--- src/rtl/bp_resolve_queue_if.sv ---
// Bundle of predict-side, execute-side and predictor-update signals for bp_resolve_queue.
// slave is the queue's view; master is the surrounding pipeline's view.
interface bp_resolve_queue_if #(
    parameter int GH_W  = 32,
    parameter int PC_W  = 32,
    parameter int DEPTH = 16
);
    localparam int CW = $clog2(DEPTH) + 1;

    // pdc_valid/pdc_ready: an entry transfers on any cycle where both are high; ex_valid has no back-pressure.
    logic            pdc_valid;
    logic            pdc_ready;
    logic [PC_W-1:0] pdc_pc;
    logic [PC_W-1:0] pdc_target;
    logic            pdc_taken;
    logic            pdc_is_jump;
    logic [GH_W-1:0] pdc_gh;

    logic            ex_valid;
    logic            ex_is_jump;
    logic            ex_taken;
    logic [PC_W-1:0] ex_target;
    logic            flush;

    logic            upd_valid;
    logic [PC_W-1:0] upd_pc;
    logic [GH_W-1:0] upd_gh;
    logic            upd_is_jump;
    logic            upd_is_jump_pdc;
    logic            upd_taken;
    logic [PC_W-1:0] upd_target;
    logic            upd_mis;
    logic            redirect_valid;
    logic [PC_W-1:0] redirect_pc;

    logic [CW-1:0]   count;
    logic            empty;
    logic            full;
    logic            underflow_err;

    modport slave (
        input  pdc_valid, pdc_pc, pdc_target, pdc_taken, pdc_is_jump, pdc_gh,
        input  ex_valid, ex_is_jump, ex_taken, ex_target, flush,
        output pdc_ready,
        output upd_valid, upd_pc, upd_gh, upd_is_jump, upd_is_jump_pdc, upd_taken,
        output upd_target, upd_mis, redirect_valid, redirect_pc,
        output count, empty, full, underflow_err
    );

    modport master (
        output pdc_valid, pdc_pc, pdc_target, pdc_taken, pdc_is_jump, pdc_gh,
        output ex_valid, ex_is_jump, ex_taken, ex_target, flush,
        input  pdc_ready,
        input  upd_valid, upd_pc, upd_gh, upd_is_jump, upd_is_jump_pdc, upd_taken,
        input  upd_target, upd_mis, redirect_valid, redirect_pc,
        input  count, empty, full, underflow_err
    );
endinterface

--- src/rtl/bp_resolve_queue.sv ---
// In-order branch-prediction metadata queue: resolves the head entry against EX outcome,
// emits one-cycle predictor update / front-end redirect pulses and squashes wrong-path entries.
module bp_resolve_queue #(
    parameter int GH_W  = 32,
    parameter int PC_W  = 32,
    parameter int DEPTH = 16
) (
    input  logic              clk,
    input  logic              rst,
    bp_resolve_queue_if.slave bus
);
    localparam int AW = $clog2(DEPTH);
    localparam int CW = AW + 1;
    localparam logic [AW:0]     PTR_ONE = 1;
    localparam logic [PC_W-1:0] PC_STEP = 4;

    logic [PC_W-1:0] r_pc_mem    [DEPTH];
    logic [PC_W-1:0] r_tgt_mem   [DEPTH];
    logic            r_taken_mem [DEPTH];
    logic            r_jump_mem  [DEPTH];
    logic [GH_W-1:0] r_gh_mem    [DEPTH];

    logic [AW:0]     r_rp, r_wp;
    logic            r_upd_valid, r_upd_is_jump, r_upd_is_jump_pdc, r_upd_taken, r_upd_mis;
    logic [PC_W-1:0] r_upd_pc, r_upd_target, r_redirect_pc;
    logic [GH_W-1:0] r_upd_gh;
    logic            r_redirect_valid, r_underflow_err;

    logic [CW-1:0]   w_count;
    logic            w_empty, w_full, w_ready, w_push, w_pop, w_mis, w_upd;
    logic [AW-1:0]   w_rd_idx, w_wr_idx;
    logic [PC_W-1:0] w_h_pc, w_h_tgt, w_redirect_pc;
    logic [GH_W-1:0] w_h_gh;
    logic            w_h_taken, w_h_jump;
    logic [AW:0]     w_rp_next;

    assign w_count   = r_wp - r_rp;
    assign w_empty   = (w_count == '0);
    assign w_full    = (w_count == CW'(DEPTH));
    assign w_ready   = !w_full && !bus.flush;
    assign w_push    = bus.pdc_valid && w_ready;
    assign w_pop     = bus.ex_valid && !w_empty && !bus.flush;
    assign w_rd_idx  = r_rp[AW-1:0];
    assign w_wr_idx  = r_wp[AW-1:0];
    assign w_rp_next = r_rp + PTR_ONE;

    assign w_h_pc    = r_pc_mem[w_rd_idx];
    assign w_h_tgt   = r_tgt_mem[w_rd_idx];
    assign w_h_taken = r_taken_mem[w_rd_idx];
    assign w_h_jump  = r_jump_mem[w_rd_idx];
    assign w_h_gh    = r_gh_mem[w_rd_idx];

    // Target only matters when both sides agree the branch is taken.
    assign w_mis = (w_h_jump != bus.ex_is_jump)
                || (bus.ex_is_jump && (w_h_taken != bus.ex_taken))
                || (bus.ex_is_jump && bus.ex_taken && w_h_taken && (w_h_tgt != bus.ex_target));
    assign w_upd = w_h_jump || bus.ex_is_jump;
    assign w_redirect_pc = (bus.ex_taken && bus.ex_is_jump) ? bus.ex_target : w_h_pc + PC_STEP;

    always_ff @(posedge clk) begin
        if (w_push) begin
            r_pc_mem[w_wr_idx]    <= bus.pdc_pc;
            r_tgt_mem[w_wr_idx]   <= bus.pdc_target;
            r_taken_mem[w_wr_idx] <= bus.pdc_taken;
            r_jump_mem[w_wr_idx]  <= bus.pdc_is_jump;
            r_gh_mem[w_wr_idx]    <= bus.pdc_gh;
        end
    end

    always_ff @(posedge clk) begin
        if (rst) begin
            r_rp              <= '0;
            r_wp              <= '0;
            r_upd_valid       <= 1'b0;
            r_upd_pc          <= '0;
            r_upd_gh          <= '0;
            r_upd_is_jump     <= 1'b0;
            r_upd_is_jump_pdc <= 1'b0;
            r_upd_taken       <= 1'b0;
            r_upd_target      <= '0;
            r_upd_mis         <= 1'b0;
            r_redirect_valid  <= 1'b0;
            r_redirect_pc     <= '0;
            r_underflow_err   <= 1'b0;
        end else begin
            r_upd_valid      <= 1'b0;
            r_redirect_valid <= 1'b0;
            if (bus.ex_valid && w_empty) r_underflow_err <= 1'b1;
            if (bus.flush) begin
                r_rp <= '0;
                r_wp <= '0;
            end else begin
                if (w_pop) begin
                    r_rp             <= w_rp_next;
                    r_upd_valid      <= w_upd;
                    r_redirect_valid <= w_mis;
                    if (w_upd) begin
                        r_upd_pc          <= w_h_pc;
                        r_upd_gh          <= w_h_gh;
                        r_upd_is_jump     <= bus.ex_is_jump;
                        r_upd_is_jump_pdc <= w_h_jump;
                        r_upd_taken       <= bus.ex_taken;
                        r_upd_target      <= bus.ex_target;
                        r_upd_mis         <= w_mis;
                    end
                    if (w_mis) r_redirect_pc <= w_redirect_pc;
                end
                // A mispredict squashes every younger entry, including a same-cycle push.
                if (w_pop && w_mis) r_wp <= w_rp_next;
                else if (w_push)    r_wp <= r_wp + PTR_ONE;
            end
        end
    end

    assign bus.pdc_ready       = w_ready;
    assign bus.count           = w_count;
    assign bus.empty           = w_empty;
    assign bus.full            = w_full;
    assign bus.underflow_err   = r_underflow_err;
    assign bus.upd_valid       = r_upd_valid;
    assign bus.upd_pc          = r_upd_pc;
    assign bus.upd_gh          = r_upd_gh;
    assign bus.upd_is_jump     = r_upd_is_jump;
    assign bus.upd_is_jump_pdc = r_upd_is_jump_pdc;
    assign bus.upd_taken       = r_upd_taken;
    assign bus.upd_target      = r_upd_target;
    assign bus.upd_mis         = r_upd_mis;
    assign bus.redirect_valid  = r_redirect_valid;
    assign bus.redirect_pc     = r_redirect_pc;
endmodule
--- src/flat_wrapper.sv ---
// flat-port wrapper written by rule: the top's interface ports become plain ports
module bp_resolve_queue_flat 
#(
    parameter int GH_W  = 32,
    parameter int PC_W  = 32,
    parameter int DEPTH = 16
)
  (clk, rst, bus_pdc_valid, bus_pdc_pc, bus_pdc_target, bus_pdc_taken, bus_pdc_is_jump, bus_pdc_gh, bus_ex_valid, bus_ex_is_jump, bus_ex_taken, bus_ex_target, bus_flush, bus_pdc_ready, bus_upd_valid, bus_upd_pc, bus_upd_gh, bus_upd_is_jump, bus_upd_is_jump_pdc, bus_upd_taken, bus_upd_target, bus_upd_mis, bus_redirect_valid, bus_redirect_pc, bus_count, bus_empty, bus_full, bus_underflow_err);
  bp_resolve_queue_if #(.GH_W(GH_W), .PC_W(PC_W), .DEPTH(DEPTH)) bus_i ();
  input  logic clk;
  input  logic rst;
  input wire logic [$bits(bus_i.pdc_valid)-1:0] bus_pdc_valid;
  input wire logic [$bits(bus_i.pdc_pc)-1:0] bus_pdc_pc;
  input wire logic [$bits(bus_i.pdc_target)-1:0] bus_pdc_target;
  input wire logic [$bits(bus_i.pdc_taken)-1:0] bus_pdc_taken;
  input wire logic [$bits(bus_i.pdc_is_jump)-1:0] bus_pdc_is_jump;
  input wire logic [$bits(bus_i.pdc_gh)-1:0] bus_pdc_gh;
  input wire logic [$bits(bus_i.ex_valid)-1:0] bus_ex_valid;
  input wire logic [$bits(bus_i.ex_is_jump)-1:0] bus_ex_is_jump;
  input wire logic [$bits(bus_i.ex_taken)-1:0] bus_ex_taken;
  input wire logic [$bits(bus_i.ex_target)-1:0] bus_ex_target;
  input wire logic [$bits(bus_i.flush)-1:0] bus_flush;
  output wire logic [$bits(bus_i.pdc_ready)-1:0] bus_pdc_ready;
  output wire logic [$bits(bus_i.upd_valid)-1:0] bus_upd_valid;
  output wire logic [$bits(bus_i.upd_pc)-1:0] bus_upd_pc;
  output wire logic [$bits(bus_i.upd_gh)-1:0] bus_upd_gh;
  output wire logic [$bits(bus_i.upd_is_jump)-1:0] bus_upd_is_jump;
  output wire logic [$bits(bus_i.upd_is_jump_pdc)-1:0] bus_upd_is_jump_pdc;
  output wire logic [$bits(bus_i.upd_taken)-1:0] bus_upd_taken;
  output wire logic [$bits(bus_i.upd_target)-1:0] bus_upd_target;
  output wire logic [$bits(bus_i.upd_mis)-1:0] bus_upd_mis;
  output wire logic [$bits(bus_i.redirect_valid)-1:0] bus_redirect_valid;
  output wire logic [$bits(bus_i.redirect_pc)-1:0] bus_redirect_pc;
  output wire logic [$bits(bus_i.count)-1:0] bus_count;
  output wire logic [$bits(bus_i.empty)-1:0] bus_empty;
  output wire logic [$bits(bus_i.full)-1:0] bus_full;
  output wire logic [$bits(bus_i.underflow_err)-1:0] bus_underflow_err;
  assign bus_i.pdc_valid = bus_pdc_valid;
  assign bus_i.pdc_pc = bus_pdc_pc;
  assign bus_i.pdc_target = bus_pdc_target;
  assign bus_i.pdc_taken = bus_pdc_taken;
  assign bus_i.pdc_is_jump = bus_pdc_is_jump;
  assign bus_i.pdc_gh = bus_pdc_gh;
  assign bus_i.ex_valid = bus_ex_valid;
  assign bus_i.ex_is_jump = bus_ex_is_jump;
  assign bus_i.ex_taken = bus_ex_taken;
  assign bus_i.ex_target = bus_ex_target;
  assign bus_i.flush = bus_flush;
  assign bus_pdc_ready = bus_i.pdc_ready;
  assign bus_upd_valid = bus_i.upd_valid;
  assign bus_upd_pc = bus_i.upd_pc;
  assign bus_upd_gh = bus_i.upd_gh;
  assign bus_upd_is_jump = bus_i.upd_is_jump;
  assign bus_upd_is_jump_pdc = bus_i.upd_is_jump_pdc;
  assign bus_upd_taken = bus_i.upd_taken;
  assign bus_upd_target = bus_i.upd_target;
  assign bus_upd_mis = bus_i.upd_mis;
  assign bus_redirect_valid = bus_i.redirect_valid;
  assign bus_redirect_pc = bus_i.redirect_pc;
  assign bus_count = bus_i.count;
  assign bus_empty = bus_i.empty;
  assign bus_full = bus_i.full;
  assign bus_underflow_err = bus_i.underflow_err;
  bp_resolve_queue #(.GH_W(GH_W), .PC_W(PC_W), .DEPTH(DEPTH)) u_core (.clk(clk), .rst(rst), .bus(bus_i));
endmodule
--- config.mk ---
export PLATFORM = sky130hd
export DESIGN_NAME = bp_resolve_queue_flat
export DESIGN_NICKNAME = d
export VERILOG_FILES = /design/src/rtl/bp_resolve_queue_if.sv /design/src/rtl/bp_resolve_queue.sv /design/src/flat_wrapper.sv
export SDC_FILE = /design/constraint.sdc
export NUM_CORES = 2
export LEC_CHECK = 0
export CAP_MARGIN = 20
export CORE_AREA = 2 2 338 340
export CTS_BUF_LIST = sky130_fd_sc_hd__clkbuf_8
export DETAILED_ROUTE_END_ITERATION = 7
export DIE_AREA = 0 0 340 342
export GPL_TIMING_DRIVEN = 0
export PLACE_DENSITY = 0.82
export REMOVE_ABC_BUFFERS = 1
export SETUP_SLACK_MARGIN = 0.3
export SLEW_MARGIN = 20
export SYNTH_ARGS = -nofsm -noshare
export SYNTH_HDL_FRONTEND = slang
export SYNTH_SLANG_ARGS = --single-unit
export TNS_END_PERCENT = 100
--- constraint.sdc ---
create_clock -name clk -period 14 [get_ports clk]
set_clock_uncertainty 0.2 [all_clocks]
set_input_delay 1.4 -clock clk [delete_from_list [all_inputs] [get_ports clk]]
set_output_delay 1.4 -clock clk [all_outputs]
set_load 0.01 [all_outputs]
==> impl_metrics.yaml <==
run_status:
  outcome: "finished clean"
logic_synthesis:
  synth_edf_count: 1568
  synth.most_common_cell: "edfxtp_1"
  synth_top_cell_area_share_pct: 70.3
  synthDistinctLibCells: 82
  ys_ff_latch: 1717
  synthCells: 3367
  syn-cell-area_sq_mm: 0.0670
  yosysSeqAreaShare_pct: 74.8
  avgSynthCellArea_sq_um: 19.9
  yosys-top-cells-area: "edfxtp_1 (70%), mux4_2 (12%), dfxtp_1 (4.5%), mux2i_1 (2.0%), mux4_1 (1.4%)"
  ys.flop_type: "edfxtp_1"
  ys.warnings.count: 0
  yosysTopAreaCell: "edfxtp_1"
  synth_commonest_cells: "edfxtp_1 (1568), mux4_2 (356), nand2_1 (237)"
  async_flop_share_pct: 0
route:
  firstDrtPassIters: 6
  finalWirelength_microns: 177000
  wl_per_cell_microns: 31.5
  drcViolationCount: 0
  ant_nets: 0
  route.met3.wl_microns: 21200
  via_per_inst: 6.63
  num_vias: 37356
  wl_met1_microns: 61500
  highest_layer: "met5"
  met2_length_microns: 87100
  first_iter_violations: 5277
clock_network:
  cts_buffers: 282
  cts_resized: 0
  cts_hold_buf: 0
  htreeDepth: 5
  clkLatencyLatePin_ns: 0.96
  clock_sinks: 1717
  cts_tree: "done"
  path_clk_slew_ns: 0.07
  clockBufferDepth: 4
  cts-root-buf: "clkbuf_8"
  cts_setup_buffers: 0
timing:
  worst_slew_pin_slew_ns: 1.16
  hold_viol_final: 0
  final-setup-viol-count: 0
  maxSlewViolCount: 0
  relSlewSlack_pct: 22.9
  fin_crit_sh_pct: 52.1
  max_freq_ghz: 0.137
  rsz0062_at_grt: "no"
  setup_ws_ns: 6.71
  finalCriticalPeriod_ns: 7.29
cells_and_area:
  fillers: 6442
  drive_above_1_share_pct: 23.0
  area_growth_pct: 18.2
  fin_cells: 5631
  finish.net_count: 4073
  multi_input_area_sq_mm: 0.0158
  regArea_sq_mm: 0.0501
critical_path:
  startpoint_type: "flip-flop"
  ff2ff_path_depth: 16
  r2r_slack_ns: 6.71
  r2r_end: "u_core.r_wp[1]$_SDFFE_PP0P_"
  worstPathMaxFanout: 38
  cp.required_ns: 14.54
  path_class: "flip-flop to flip-flop"
  end_kind: "flip-flop"
  cp.arrival_ns: 7.83
global_route:
  grt_overflow: 0
  grt_antenna_before_repair: 17
  grtUsageTotal_pct: 30.7
  grt_pass1_wl_microns: 256000
  grt_max_degree: 67
  grt_pass1_vias: 38006
placed_design:
  hpwl_microns: 114000
  place_congestion: 0.842
  dp_cells: 5152
  port_buffers: 279
  dp_slack_ns: 6.77
floorplan:
  die_w_microns: 340
  rows: 124
  initial_utilization_pct: 59.2
  core-area_sq_mm: 0.113
  die_y_microns: 342
  die-area_sq_mm: 0.116
  io_pins: 280
power_and_ir_drop:
  power_density_mw_per_mm2: 148
  p_leak_nw: 25.2
  peakVddDrop_mv: 0.139
hold_path:
  hp-class: "flip-flop to flip-flop"
  hp-start: "u_core.bus.upd_pc[6]$_SDFFE_PP0P_"
  holdPathStages: 2
  holdPathEnd: "u_core.bus.upd_pc[6]$_SDFFE_PP0P_"
flow_run:
  drv_cap: 0
==> stage by stage <==
step	total power, mW	hold WS (ns)	setup TNS (ns)	utilization, %	cell area [sq um]
floorplan	7.30	0.270	-853.15	-	65800
global placement	8.14	0.243	-	62.3	70500
detailed placement	7.84	0.247	0	65.6	74200
CTS	11.7	0.254	0	70.0	79100
global route	12.1	0.272	0	70.0	79200
finish	11.7	0.251	0	70.0	79200
==> cells in the final DEF (no fill, tap or decap), types with 11 or more instances in the layout <==
cell / n
mux4_1: 35
nor3b_1: 11
dfxtp_1: 142
nand3_1: 30
edfxtp_1: 1568
a211oi_1: 12
ha_1: 11
buf_12: 38
inv_1: 114
nor3_1: 17
mux2i_1: 132
nand2_1: 236
a221oi_1: 11
clkbuf_8: 298
a21oi_1: 126
a22oi_1: 54
nor2_4: 15
mux4_2: 356
clkdlybuf4s50_1: 278
buf_6: 14
clkinv_2: 21
and3_1: 14
buf_4: 57
xor2_1: 42
a22o_1: 11
buf_16: 75
nor2_1: 69
xnor2_1: 38
clkinv_1: 36
o21ai_0: 46
==> worst max-delay path by stage <==
stage	start	to	slack [ns]
floorplan	flip-flop	u_core.bus.upd_gh[0]$_SDFFE_PP0P_	-2.25
global placement	flip-flop	u_core.bus.upd_pc[5]$_SDFFE_PP0P_	-13.43
detailed placement	flip-flop	u_core.r_wp[1]$_SDFFE_PP0P_	6.77
CTS	flip-flop	u_core.r_wp[1]$_SDFFE_PP0P_	6.75
global route	flip-flop	u_core.r_wp[1]$_SDFFE_PP0P_	6.50
finish	flip-flop	u_core.r_wp[1]$_SDFFE_PP0P_	6.71
==> registers in the layout, summed over array words and instances, names as in the netlist, 5 cells and up, named ones only <==
register                cells
u_core.r_pc_mem           512
u_core.bus.redirect_pc     32
u_core.bus.upd_gh          32
u_core.bus.upd_pc          32
u_core.r_rp                 5
u_core.r_wp                 5
u_core.r_taken_mem         16
u_core.bus.upd_target      32
u_core.r_jump_mem          16
u_core.r_tgt_mem          512
u_core.r_gh_mem           512
==> layer usage <==
layer | global-route usage, % | vias up
met5 | 0 | -
met4 | 13.2 | 16
met3 | 7.48 | 532
met2 | 49.6 | 2861
met1 | 40.2 | 18999
li1 | - | 14948
==> power breakdown <==
group | switching, mW | total (mW) | internal, mW
registers | 0.110 | 5.86 | 5.75
clock network | 1.88 | 3.95 | 2.07
logic | 1.02 | 1.91 | 0.886
==> layout make-up <==
cell class | instances | share of cell area [%]
multi-input cells | 1439 | 20.0
repair buffers | 467 | 7.92
inverters | 17 | 0.0869
diodes | 7 | 0.0221
well taps | 1512 | 2.39
clock inverters | 174 | 1.11
clock buffers | 298 | 5.18
flip-flops and latches | 1717 | 63.3
==> kinds of logic (layout without fill, tap and decap cells) <==
family / after synthesis / after routing / share of synthesized area [%]
AOI/OAI and AO/OA: 337 / 337 / 3.33
and+or+nand+nor: 478 / 478 / 3.31
muxes: 532 / 532 / 15.5
adders and majority gates: 12 / 12 / 0.235
buffers and inverters: 211 / 956 / 1.83
other: 0 / 7 / 0
xor gates and xnor gates: 80 / 80 / 1.05
DFF: 1717 / 1717 / 74.8
==> critical path: stages (launching register included) <==
cell      delay, ns
dfxtp_4        0.80
buf_16         0.31
buf_12         0.29
buf_12         0.26
buf_16         0.28
buf_16         0.28
buf_16         0.31
buf_16         0.31
mux4_2         0.56
mux4_2         0.55
inv_1          0.17
ha_1           0.26
a21o_1         0.19
or4_1          0.64
o31a_2         0.62
nand2_1        0.71
a211oi_1       0.22
No activity file was read; power rests on OpenSTA's default activity.
